File: src/rtl/axi_isolate_pkg.sv
// Shared types for the AXI isolation controller: FSM states, counter sizing
// and a default narrow AXI4 request/response pair for the type parameters.
// No logic; imported by axi_isolate_cnt and axi_isolate_ctrl.
package axi_isolate_pkg;

  typedef enum logic [1:0] {
    RUN      = 2'd0,
    DRAIN    = 2'd1,
    ISOLATED = 2'd2
  } state_e;

  // Width able to hold 0..max_txns inclusive.
  function automatic int unsigned cnt_w(input int unsigned max_txns);
    return (max_txns < 1) ? 1 : $clog2(max_txns + 1);
  endfunction

  localparam int unsigned ID_W   = 4;
  localparam int unsigned ADDR_W = 32;
  localparam int unsigned DATA_W = 32;

  typedef struct packed {
    logic [ID_W-1:0]   id;
    logic [ADDR_W-1:0] addr;
    logic [7:0]        len;
  } ax_chan_t;

  typedef struct packed {
    logic [DATA_W-1:0]   data;
    logic [DATA_W/8-1:0] strb;
    logic                last;
  } w_chan_t;

  typedef struct packed {
    logic [ID_W-1:0] id;
    logic [1:0]      resp;
  } b_chan_t;

  typedef struct packed {
    logic [ID_W-1:0]   id;
    logic [DATA_W-1:0] data;
    logic [1:0]        resp;
    logic              last;
  } r_chan_t;

  typedef struct packed {
    ax_chan_t aw;
    logic     aw_valid;
    w_chan_t  w;
    logic     w_valid;
    logic     b_ready;
    ax_chan_t ar;
    logic     ar_valid;
    logic     r_ready;
  } axi_req_t;

  typedef struct packed {
    logic    aw_ready;
    logic    w_ready;
    b_chan_t b;
    logic    b_valid;
    logic    ar_ready;
    r_chan_t r;
    logic    r_valid;
  } axi_resp_t;

endpackage

File: src/rtl/axi_isolate_cnt.sv
// Outstanding-transaction up/down counter, saturating at 0 and MaxTxns.
// Latency: full_o/empty_o reflect the registered count (one cycle after inc/dec).
// Backpressure: none itself; the owner stalls increments using full_o.
// Ports: clk_i, rst_i (async, active-high), inc_i, dec_i, full_o, empty_o.
module axi_isolate_cnt
  import axi_isolate_pkg::*;
#(
  parameter int unsigned MaxTxns = 8,
  parameter int unsigned CntW    = cnt_w(MaxTxns)
) (
  input  logic clk_i,
  input  logic rst_i,
  input  logic inc_i,
  input  logic dec_i,
  output logic full_o,
  output logic empty_o
);

  logic [CntW-1:0] cnt_q;

  assign full_o  = (cnt_q == CntW'(MaxTxns));
  assign empty_o = (cnt_q == '0);

  // Simultaneous inc and dec cancel out; both ends hold instead of wrapping.
  always_ff @(posedge clk_i or posedge rst_i) begin
    if (rst_i) begin
      cnt_q <= '0;
    end else if (inc_i && !dec_i && !full_o) begin
      cnt_q <= cnt_q + CntW'(1);
    end else if (dec_i && !inc_i && !empty_o) begin
      cnt_q <= cnt_q - CntW'(1);
    end
  end

  underflow_a: assert property (@(posedge clk_i) disable iff (rst_i)
    !(dec_i && !inc_i && empty_o));

endmodule

File: src/rtl/axi_isolate_ctrl.sv
// Isolation sequencer for an AXI4 cut: blocks new AW/AR, drains in-flight
// transactions, then reports quiescence on isolated_o (registered).
// Latency: zero on the datapath; backpressure by gating valid/ready only.
// Ports: clk_i, rst_i (async, active-high), isolate_i (level), isolated_o,
//        slv_req_i/slv_resp_o (upstream), mst_req_o/mst_resp_i (towards cut).
module axi_isolate_ctrl
  import axi_isolate_pkg::*;
#(
  parameter int unsigned MaxTxns = 8,
  parameter type         req_t   = axi_req_t,
  parameter type         resp_t  = axi_resp_t
) (
  input  logic  clk_i,
  input  logic  rst_i,
  input  logic  isolate_i,
  output logic  isolated_o,
  input  req_t  slv_req_i,
  output resp_t slv_resp_o,
  output req_t  mst_req_o,
  input  resp_t mst_resp_i
);

  state_e state_q;
  logic   aw_hold_q, ar_hold_q;
  logic   wr_full, wr_empty, ww_full, ww_empty, rd_full, rd_empty;
  logic   aw_allow, ar_allow, w_allow;
  logic   aw_hs, w_last_hs, b_hs, ar_hs, r_last_hs;
  logic   drained;

  // A hold flag keeps an already-presented AW/AR forwarded regardless of
  // state or count, so a valid is never withdrawn downstream. wr_w never
  // exceeds wr_cnt with well-formed traffic; checking it too keeps that
  // counter from ever saturating.
  assign aw_allow = ((state_q == RUN) && !wr_full && !ww_full) || aw_hold_q;
  assign ar_allow = ((state_q == RUN) && !rd_full) || ar_hold_q;
  // Outside RUN, W only flows for AWs already forwarded; no W can leak ahead
  // of an AW that is being held back.
  assign w_allow  = (state_q == RUN) || !ww_empty;

  always_comb begin
    mst_req_o  = slv_req_i;
    slv_resp_o = mst_resp_i;
    mst_req_o.aw_valid  = slv_req_i.aw_valid  & aw_allow & ~rst_i;
    slv_resp_o.aw_ready = mst_resp_i.aw_ready & aw_allow & ~rst_i;
    mst_req_o.w_valid   = slv_req_i.w_valid   & w_allow  & ~rst_i;
    slv_resp_o.w_ready  = mst_resp_i.w_ready  & w_allow  & ~rst_i;
    mst_req_o.ar_valid  = slv_req_i.ar_valid  & ar_allow & ~rst_i;
    slv_resp_o.ar_ready = mst_resp_i.ar_ready & ar_allow & ~rst_i;
  end

  assign aw_hs     = mst_req_o.aw_valid & mst_resp_i.aw_ready;
  assign w_last_hs = mst_req_o.w_valid & mst_resp_i.w_ready & mst_req_o.w.last;
  assign b_hs      = mst_resp_i.b_valid & mst_req_o.b_ready;
  assign ar_hs     = mst_req_o.ar_valid & mst_resp_i.ar_ready;
  assign r_last_hs = mst_resp_i.r_valid & mst_req_o.r_ready & mst_resp_i.r.last;

  axi_isolate_cnt #(.MaxTxns(MaxTxns)) i_wr_cnt (
    .clk_i, .rst_i, .inc_i(aw_hs), .dec_i(b_hs),
    .full_o(wr_full), .empty_o(wr_empty)
  );

  axi_isolate_cnt #(.MaxTxns(MaxTxns)) i_wr_w (
    .clk_i, .rst_i, .inc_i(aw_hs), .dec_i(w_last_hs),
    .full_o(ww_full), .empty_o(ww_empty)
  );

  axi_isolate_cnt #(.MaxTxns(MaxTxns)) i_rd_cnt (
    .clk_i, .rst_i, .inc_i(ar_hs), .dec_i(r_last_hs),
    .full_o(rd_full), .empty_o(rd_empty)
  );

  always_ff @(posedge clk_i or posedge rst_i) begin
    if (rst_i) begin
      aw_hold_q <= 1'b0;
      ar_hold_q <= 1'b0;
    end else begin
      if (aw_hs)                   aw_hold_q <= 1'b0;
      else if (mst_req_o.aw_valid) aw_hold_q <= 1'b1;
      if (ar_hs)                   ar_hold_q <= 1'b0;
      else if (mst_req_o.ar_valid) ar_hold_q <= 1'b1;
    end
  end

  // Current counts empty plus no counting handshake this cycle means the
  // post-edge counts are also zero: nothing can still be in flight.
  assign drained = wr_empty & ww_empty & rd_empty & ~aw_hold_q & ~ar_hold_q &
                   ~(aw_hs | w_last_hs | b_hs | ar_hs | r_last_hs);

  always_ff @(posedge clk_i or posedge rst_i) begin
    if (rst_i) begin
      state_q    <= RUN;
      isolated_o <= 1'b0;
    end else begin
      unique case (state_q)
        RUN: begin
          if (isolate_i) state_q <= DRAIN;
        end
        DRAIN: begin
          if (!isolate_i) begin
            state_q <= RUN;
          end else if (drained) begin
            state_q    <= ISOLATED;
            isolated_o <= 1'b1;
          end
        end
        ISOLATED: begin
          if (!isolate_i) begin
            state_q    <= RUN;
            isolated_o <= 1'b0;
          end
        end
        default: begin
          state_q    <= RUN;
          isolated_o <= 1'b0;
        end
      endcase
    end
  end

endmodule

File: config.mk
export PLATFORM = sky130hd
export DESIGN_NAME = axi_isolate_ctrl
export DESIGN_NICKNAME = d
export VERILOG_FILES = /design/src/rtl/axi_isolate_pkg.sv /design/src/rtl/axi_isolate_cnt.sv /design/src/rtl/axi_isolate_ctrl.sv
export SDC_FILE = /design/constraint.sdc
export NUM_CORES = 1
export LEC_CHECK = 0
export CAP_MARGIN = 20
export CELL_PAD_IN_SITES_DETAIL_PLACEMENT = 0
export CELL_PAD_IN_SITES_GLOBAL_PLACEMENT = 1
export CORE_AREA = 2 2 140 142
export DETAILED_ROUTE_END_ITERATION = 10
export DIE_AREA = 0 0 142 144
export DONT_BUFFER_PORTS = 1
export PLACE_DENSITY = 0.42
export SETUP_SLACK_MARGIN = 0.15
export SYNTH_ARGS = -nofsm -noshare
export SYNTH_HDL_FRONTEND = slang
export SYNTH_HIERARCHICAL = 1
export SYNTH_SLANG_ARGS = --single-unit
export TNS_END_PERCENT = 20
File: constraint.sdc
create_clock -name clk_i -period 3.7 [get_ports clk_i]
set_clock_uncertainty 0.05 [all_clocks]
set_input_delay 0.555 -clock clk_i [delete_from_list [all_inputs] [get_ports clk_i]]
set_output_delay 0.555 -clock clk_i [all_outputs]
set_load 0.02 [all_outputs]
Yosys cells after proc, flatten, opt, wreduce, memory -nomap -nowiden
Cells that the tools add are included.
{"block": "totals", "reg_bits": 17, "out_inout_bits": 181, "inputBits": 183}
{"block": "op_classes", "reduce_logical": 40, "eq_ne": 10, "n_bitwise": 33, "mux": 19, "addsub": 6}
{"op": "1-bit bitwise AND", "count": 24}
{"op": "4-bit two-way mux", "count": 6}
{"op": "1-bit logical AND", "count": 15}
{"op": "4-bit by 1-bit adder with 4-bit output (second input constant)", "count": 3}
{"op": "4-bit == test (second input constant)", "count": 3}
{"op": "4-bit logical NOT", "count": 3}
{"op": "4-bit by 1-bit subtractor with 4-bit output (second input constant)", "count": 3}
{"op": "1-bit logical NOT", "count": 11}
{"op": "2-bit nonzero test", "count": 5}
{"op": "2-bit two-way mux", "count": 4}
{"op": "2-bit inequality test (second input constant)", "count": 4}
{"op": "1-bit two-way mux", "count": 7}
{"op": "2-bit case mux with 3 select lines", "count": 1}
{"op": "1-bit NOT", "count": 5}
{"op": "1-bit OR", "count": 4}
{"op": "4-bit AND reduction", "count": 1}
{"op": "1-bit logical OR", "count": 3}
{"op": "3-bit inequality test (second input constant)", "count": 1}
{"op": "1-bit case mux with 3 select lines", "count": 1}
{"op": "3-bit AND reduction", "count": 1}
{"op": "2-bit by 1-bit == test with 1-bit output (second input constant)", "count": 1}
{"op": "2-bit == test (second input constant)", "count": 1}
{"op": "2-bit logical NOT", "count": 1}

Logic depth before layout (Yosys ltp)
{"block": "depth", "word_depth": 17, "ltp_mapped": 11, "mapped_depth_nobuf": 11}

Modules after synthesis
Netlist, hierarchy kept.
{"mod": "axi_isolate_ctrl", "area_each_um2": 1671.6, "cells_per_inst": 216, "n_inst": 1}
{"mod": "axi_isolate_cnt", "area_each_um2": 305.3, "cells_per_inst": 26, "n_inst": 3}

Least setup slack after synthesis
OpenSTA, ideal clock, no wires.
{"block": "synth_path", "path_type": "register to register", "startpoint": "register i_wr_cnt.cnt_q[0]", "endpoint": "register i_wr_cnt.cnt_q[3]", "path_slack_ns": 0.838, "synth_period_minus_slack_ns": 2.862, "arrival_ns": 2.674, "path_stages_with_launch": 12, "cell_sequence": "dfrtp_1 > nor3_2 > and2_1 > nor4_1 > o21a_1 > and3_1 > and2b_2 > nand2b_1 > ha_1 > a21o_1 > a21oi_2 > mux4_2"}
{"block": "synth_via", "elab_chain_cells": 12, "elab_cells_between_ends": 20}
{"element": "start, declared", "line_no": "axi_isolate_cnt.sv:19", "text": "logic [CntW-1:0] cnt_q;"}
{"element": "start signal, assigned", "line_no": "axi_isolate_cnt.sv:29", "text": "cnt_q <= cnt_q + CntW'(1);"}
{"element": "start signal, assigned", "line_no": "axi_isolate_cnt.sv:31", "text": "cnt_q <= cnt_q - CntW'(1);"}
{"element": "4-bit == test (*)", "line_no": "axi_isolate_cnt.sv:21", "text": "assign full_o = (cnt_q == CntW'(MaxTxns));"}
{"element": "net wr_full", "line_no": "axi_isolate_ctrl.sv:25", "text": "logic wr_full, wr_empty, ww_full, ww_empty, rd_full, rd_empty;"}
{"element": "1-bit logical NOT (*)", "line_no": "axi_isolate_ctrl.sv:34", "text": "assign aw_allow = ((state_q == RUN) && !wr_full && !ww_full) || aw_hold_q;"}
{"element": "1-bit logical AND (*) (2 in a row)", "line_no": "axi_isolate_ctrl.sv:34"}
{"element": "1-bit logical OR (*)", "line_no": "axi_isolate_ctrl.sv:34"}
{"element": "1-bit bitwise AND (*) (2 in a row)", "line_no": "axi_isolate_ctrl.sv:43", "text": "mst_req_o.aw_valid = slv_req_i.aw_valid & aw_allow & ~rst_i;"}
{"element": "1-bit bitwise AND (*)", "line_no": "axi_isolate_ctrl.sv:51", "text": "assign aw_hs = mst_req_o.aw_valid & mst_resp_i.aw_ready;"}
{"element": "net aw_hs", "line_no": "axi_isolate_ctrl.sv:27", "text": "logic aw_hs, w_last_hs, b_hs, ar_hs, r_last_hs;"}
{"element": "1-bit logical NOT", "line_no": "axi_isolate_cnt.sv:30", "text": "end else if (dec_i && !inc_i && !empty_o) begin"}
{"element": "1-bit logical AND (2 in a row)", "line_no": "axi_isolate_cnt.sv:30"}
{"element": "2-bit nonzero test (no source line)"}
Mark *: on every way through the listed nets, which the timed path passes. The rest lies on a longest branch. The select of a mux whose other input is x is not followed.
A chain may end at the register's enable or synchronous reset.

Worst setup path in the final report
{"block": "layout_path", "startpoint": "register i_wr_cnt.cnt_q[0]", "endpoint": "register i_wr_w.cnt_q[3]"}
{"block": "layout_via", "elab_chain_cells": 12, "elab_cells_between_ends": 15}
{"element": "4-bit == test (*)", "line_no": "axi_isolate_cnt.sv:21"}
{"element": "net wr_full", "line_no": "axi_isolate_ctrl.sv:25"}
{"element": "1-bit logical NOT (*)", "line_no": "axi_isolate_ctrl.sv:34"}
{"element": "1-bit logical AND (*) (2 in a row)", "line_no": "axi_isolate_ctrl.sv:34"}
{"element": "1-bit logical OR (*)", "line_no": "axi_isolate_ctrl.sv:34"}
{"element": "1-bit bitwise AND (*) (2 in a row)", "line_no": "axi_isolate_ctrl.sv:43"}
{"element": "1-bit bitwise AND (*)", "line_no": "axi_isolate_ctrl.sv:51"}
{"element": "net aw_hs", "line_no": "axi_isolate_ctrl.sv:27"}
{"element": "1-bit logical NOT", "line_no": "axi_isolate_cnt.sv:30"}
{"element": "1-bit logical AND (2 in a row)", "line_no": "axi_isolate_cnt.sv:30"}
{"element": "2-bit nonzero test (no source line)"}
{"element": "end signal, assigned", "line_no": "axi_isolate_cnt.sv:29"}
{"element": "end signal, assigned", "line_no": "axi_isolate_cnt.sv:31"}
{"element": "end, declared", "line_no": "axi_isolate_cnt.sv:19"}
Mark *: on every way through the listed nets, which the timed path passes. The rest lies on a longest branch.

==> summary.md <==
| Metric | Value |
|---|---|
| P&R area growth vs syn | -35.6% |
| R2R setup slack | just under 500 ps |
| Max frequency | 312 MHz |
| Synthesized net count | 486 |
| CTS H-tree depth | 1 |
| CTS tree | done |
| RSZ-0062 raised after global routing | no |
| Commonest non-fill, non-tap cell in the layout | dfrtp_1 |
| Most frequent cells in the layout | dfrtp_1, xor2_1, and2_1 |
| Clk_lat worst skew | ~250 ps |
| Maxcap violations | 0 |
| Worst hold path type | in2async |
| Initial Util | 0.136 |
| Slew @ Worst Pin | 415 ps |
| Avg Cell Area, Syn | 8.80 µm² |
| Worst setup margin | 494 ps |
| Worst VDD drop | ~0.00016 V |
| Clock buffer depth | 2 |
| Hold Buf Count CTS | 0 |
| Vias in the first global route | 1184 |
| Num rows | 51 |
| Clock sink total | 17 |
| Residual DRC | 0 |
| Reg2Reg Depth | 11 |
| Ys flop type | dfrtp_1 |
| Post-synth cell types | 34 |
| WHS | 21.8 ps |
| Initial antenna violation count | 0 |
| Crit path launch type | flip-flop |
| Reg2reg end | i_wr_w/cnt_q[3] |
| Fin nets | ~320 |
| Post-synthesis sequential element count | 17 |
| Clock Tree Root | clkbuf_16 |
| Placer's final routability congestion estimate | 0.698 |
| Vias per inst | 3.02 |
| Asr flop ratio synth | 1.00 |
| Clock buffer count from CTS | 3 |
| Post-Route Setup TNS | 0 ps |
| Cts repair resizes | 0 |
| Post-route ant nets | 0 |
| Die width | 142 µm |
| Post-synth EDFFs | 0 |
| Mapped cell area | between 2000 and 3000 µm² |
| Multi-input logic area | roughly 830 µm² |
| Gr ovfl total | 0 |
| Final Hold Fails | 0 |
| Drt initial violations | 42 |
| Seq/Total Area, Yosys | 0.164 |
| Share of layout cells above drive strength 1 | 0.216 |
| Worst slack, placed | 474 ps |
| Vias | 1097 |
| Die area | 20400 µm² |
| First-pass GRT wire length | between 7000 and 8000 µm |
| Fill cells | 2177 |
| All-Layer GR Usage | 0.0524 |
| Number of antenna diodes | 0 |
| Req. time, crit path | 3770 ps |
| Boundary pin count | roughly 360 |
| Tot Pwr | 1.01 mW |
| Core Area | approximately 19000 µm² |
| Drt pass-1 iters | 4 |
| Total wire length | around 5400 µm |
| Avg WL per Cell | 15.0 µm |
| Largest net degree at the start of global routing | 10 |
| Register Area | 425 µm² |
| Critical path class | reg2reg |
| Power per cell area | about 610 nW/µm² |
| Crit path DAT | 3280 ps |
| Peak fanout along the critical path | 6 |
| Final min period | 3210 ps |
| Post-Syn Instances | 294 |
| Port bufs | 0 |
| Clock-pin transition on the worst setup and hold timing paths | 60 ps |
| Reg2Reg Launch Point | i_wr_cnt/cnt_q[0] |
| Setup violators final | 0 |
| Final Max Tran Viols | 0 |
| Chip height | 144 µm |
| Status | completed |
| Rel. slew slack | 0.721 |
| Post-CTS Setup Bufs | 0 |
| Syn. warnings | 6 |
| Core Util, Final | 0.0873 |
| Leakage | 0.609 nW |
| Setup crit end kind | flip-flop |
| Post-route clock period utilization | 0.867 |
| Dpl hpwl | 4580 µm |
## critical path: stages, from the launching register on
cell,delay (ps)
dfrtp_1,460
nor3_2,300
and2_1,220
nor4_1,60
o21a_1,210
and3_1,260
and2b_2,250
nand2b_1,140
ha_1,250
a21o_1,190
a21oi_2,170
mux4_2,510
## metrics by stage
stage,instances,area [µm²]
finish,363,1670
global route,363,1670
CTS,363,1670
detailed placement,359,1590
global placement,359,1590
floorplan,294,2590
## routing by layer
layer,share of wire,vias to the layer above,track usage
li1,-,441,-
met1,0.30,496,0.0426
met2,0.50,106,0.0875
met5,0,-,0
met3,0.13,54,0.0328
met4,0.071,0,0.0479
## flip-flops by register name, indices dropped and copies added (netlist names)
name and cells:
ar_hold_q 1, i_rd_cnt/cnt_q 4, aw_hold_q 1, state_q 2, i_wr_w/cnt_q 4, i_wr_cnt/cnt_q 4, isolated_o 1
## synth_stat cells, types with 4 or more instances
| cell type | instances | area, µm² |
|---|---|---|
| dfrtp_1 | 17 | 425 |
| a31oi_1 | 4 | 25.0 |
| nand2b_1 | 7 | 43.8 |
| and2_1 | 8 | 50.1 |
| buf_4 | 174 | 1310 |
| mux2_2 | 6 | 67.6 |
| ha_1 | 6 | 75.1 |
| inv_1 | 5 | 18.8 |
| nor4_1 | 4 | 25.0 |
| xor2_1 | 9 | 78.8 |
| nor2_1 | 7 | 26.3 |
## area by class of cell
class / count / share of cell area
clock buffer: 4 / 0.0473
inverter: 6 / 0.0135
multi-input combinational: 97 / 0.500
sequential: 17 / 0.255
tap: 238 / 0.179
timing repair buffer: 1 / 0.00451
## worst max path at each step
stage | startpoint | endpoint | slack, ps | cells past startpoint
2_1_floorplan | i_wr_cnt/cnt_q[0] | i_wr_cnt/cnt_q[3] | 840 | 11
3_3_place_gp | i_wr_w/cnt_q[0] | i_wr_w/cnt_q[3] | 490 | 10
3_5_place_dp | i_wr_w/cnt_q[0] | i_wr_w/cnt_q[3] | 470 | 10
4_1_cts | i_wr_w/cnt_q[0] | i_wr_w/cnt_q[3] | 460 | 10
5_1_grt | i_wr_cnt/cnt_q[0] | i_wr_w/cnt_q[3] | 330 | 11
6_report | i_wr_cnt/cnt_q[0] | i_wr_w/cnt_q[3] | 490 | 11
## power breakdown
| part | total, mW | internal (mW) | switching [mW] |
|---|---|---|---|
| clock | 0.224 | 0.147 | 0.0776 |
| sequential | 0.380 | 0.262 | 0.118 |
| combinational | 0.406 | 0.223 | 0.183 |
## logic make-up after synthesis
kind of cell / share of synthesized area
buffers and inverters: 0.514
xor gates and xnor gates: 0.0406
and+or+nand+nor: 0.123
DFF: 0.164
muxes: 0.0522
AOI/OAI and AO/OA: 0.0537
adders and majority gates: 0.0522
Power figures use the tool's default switching activity.
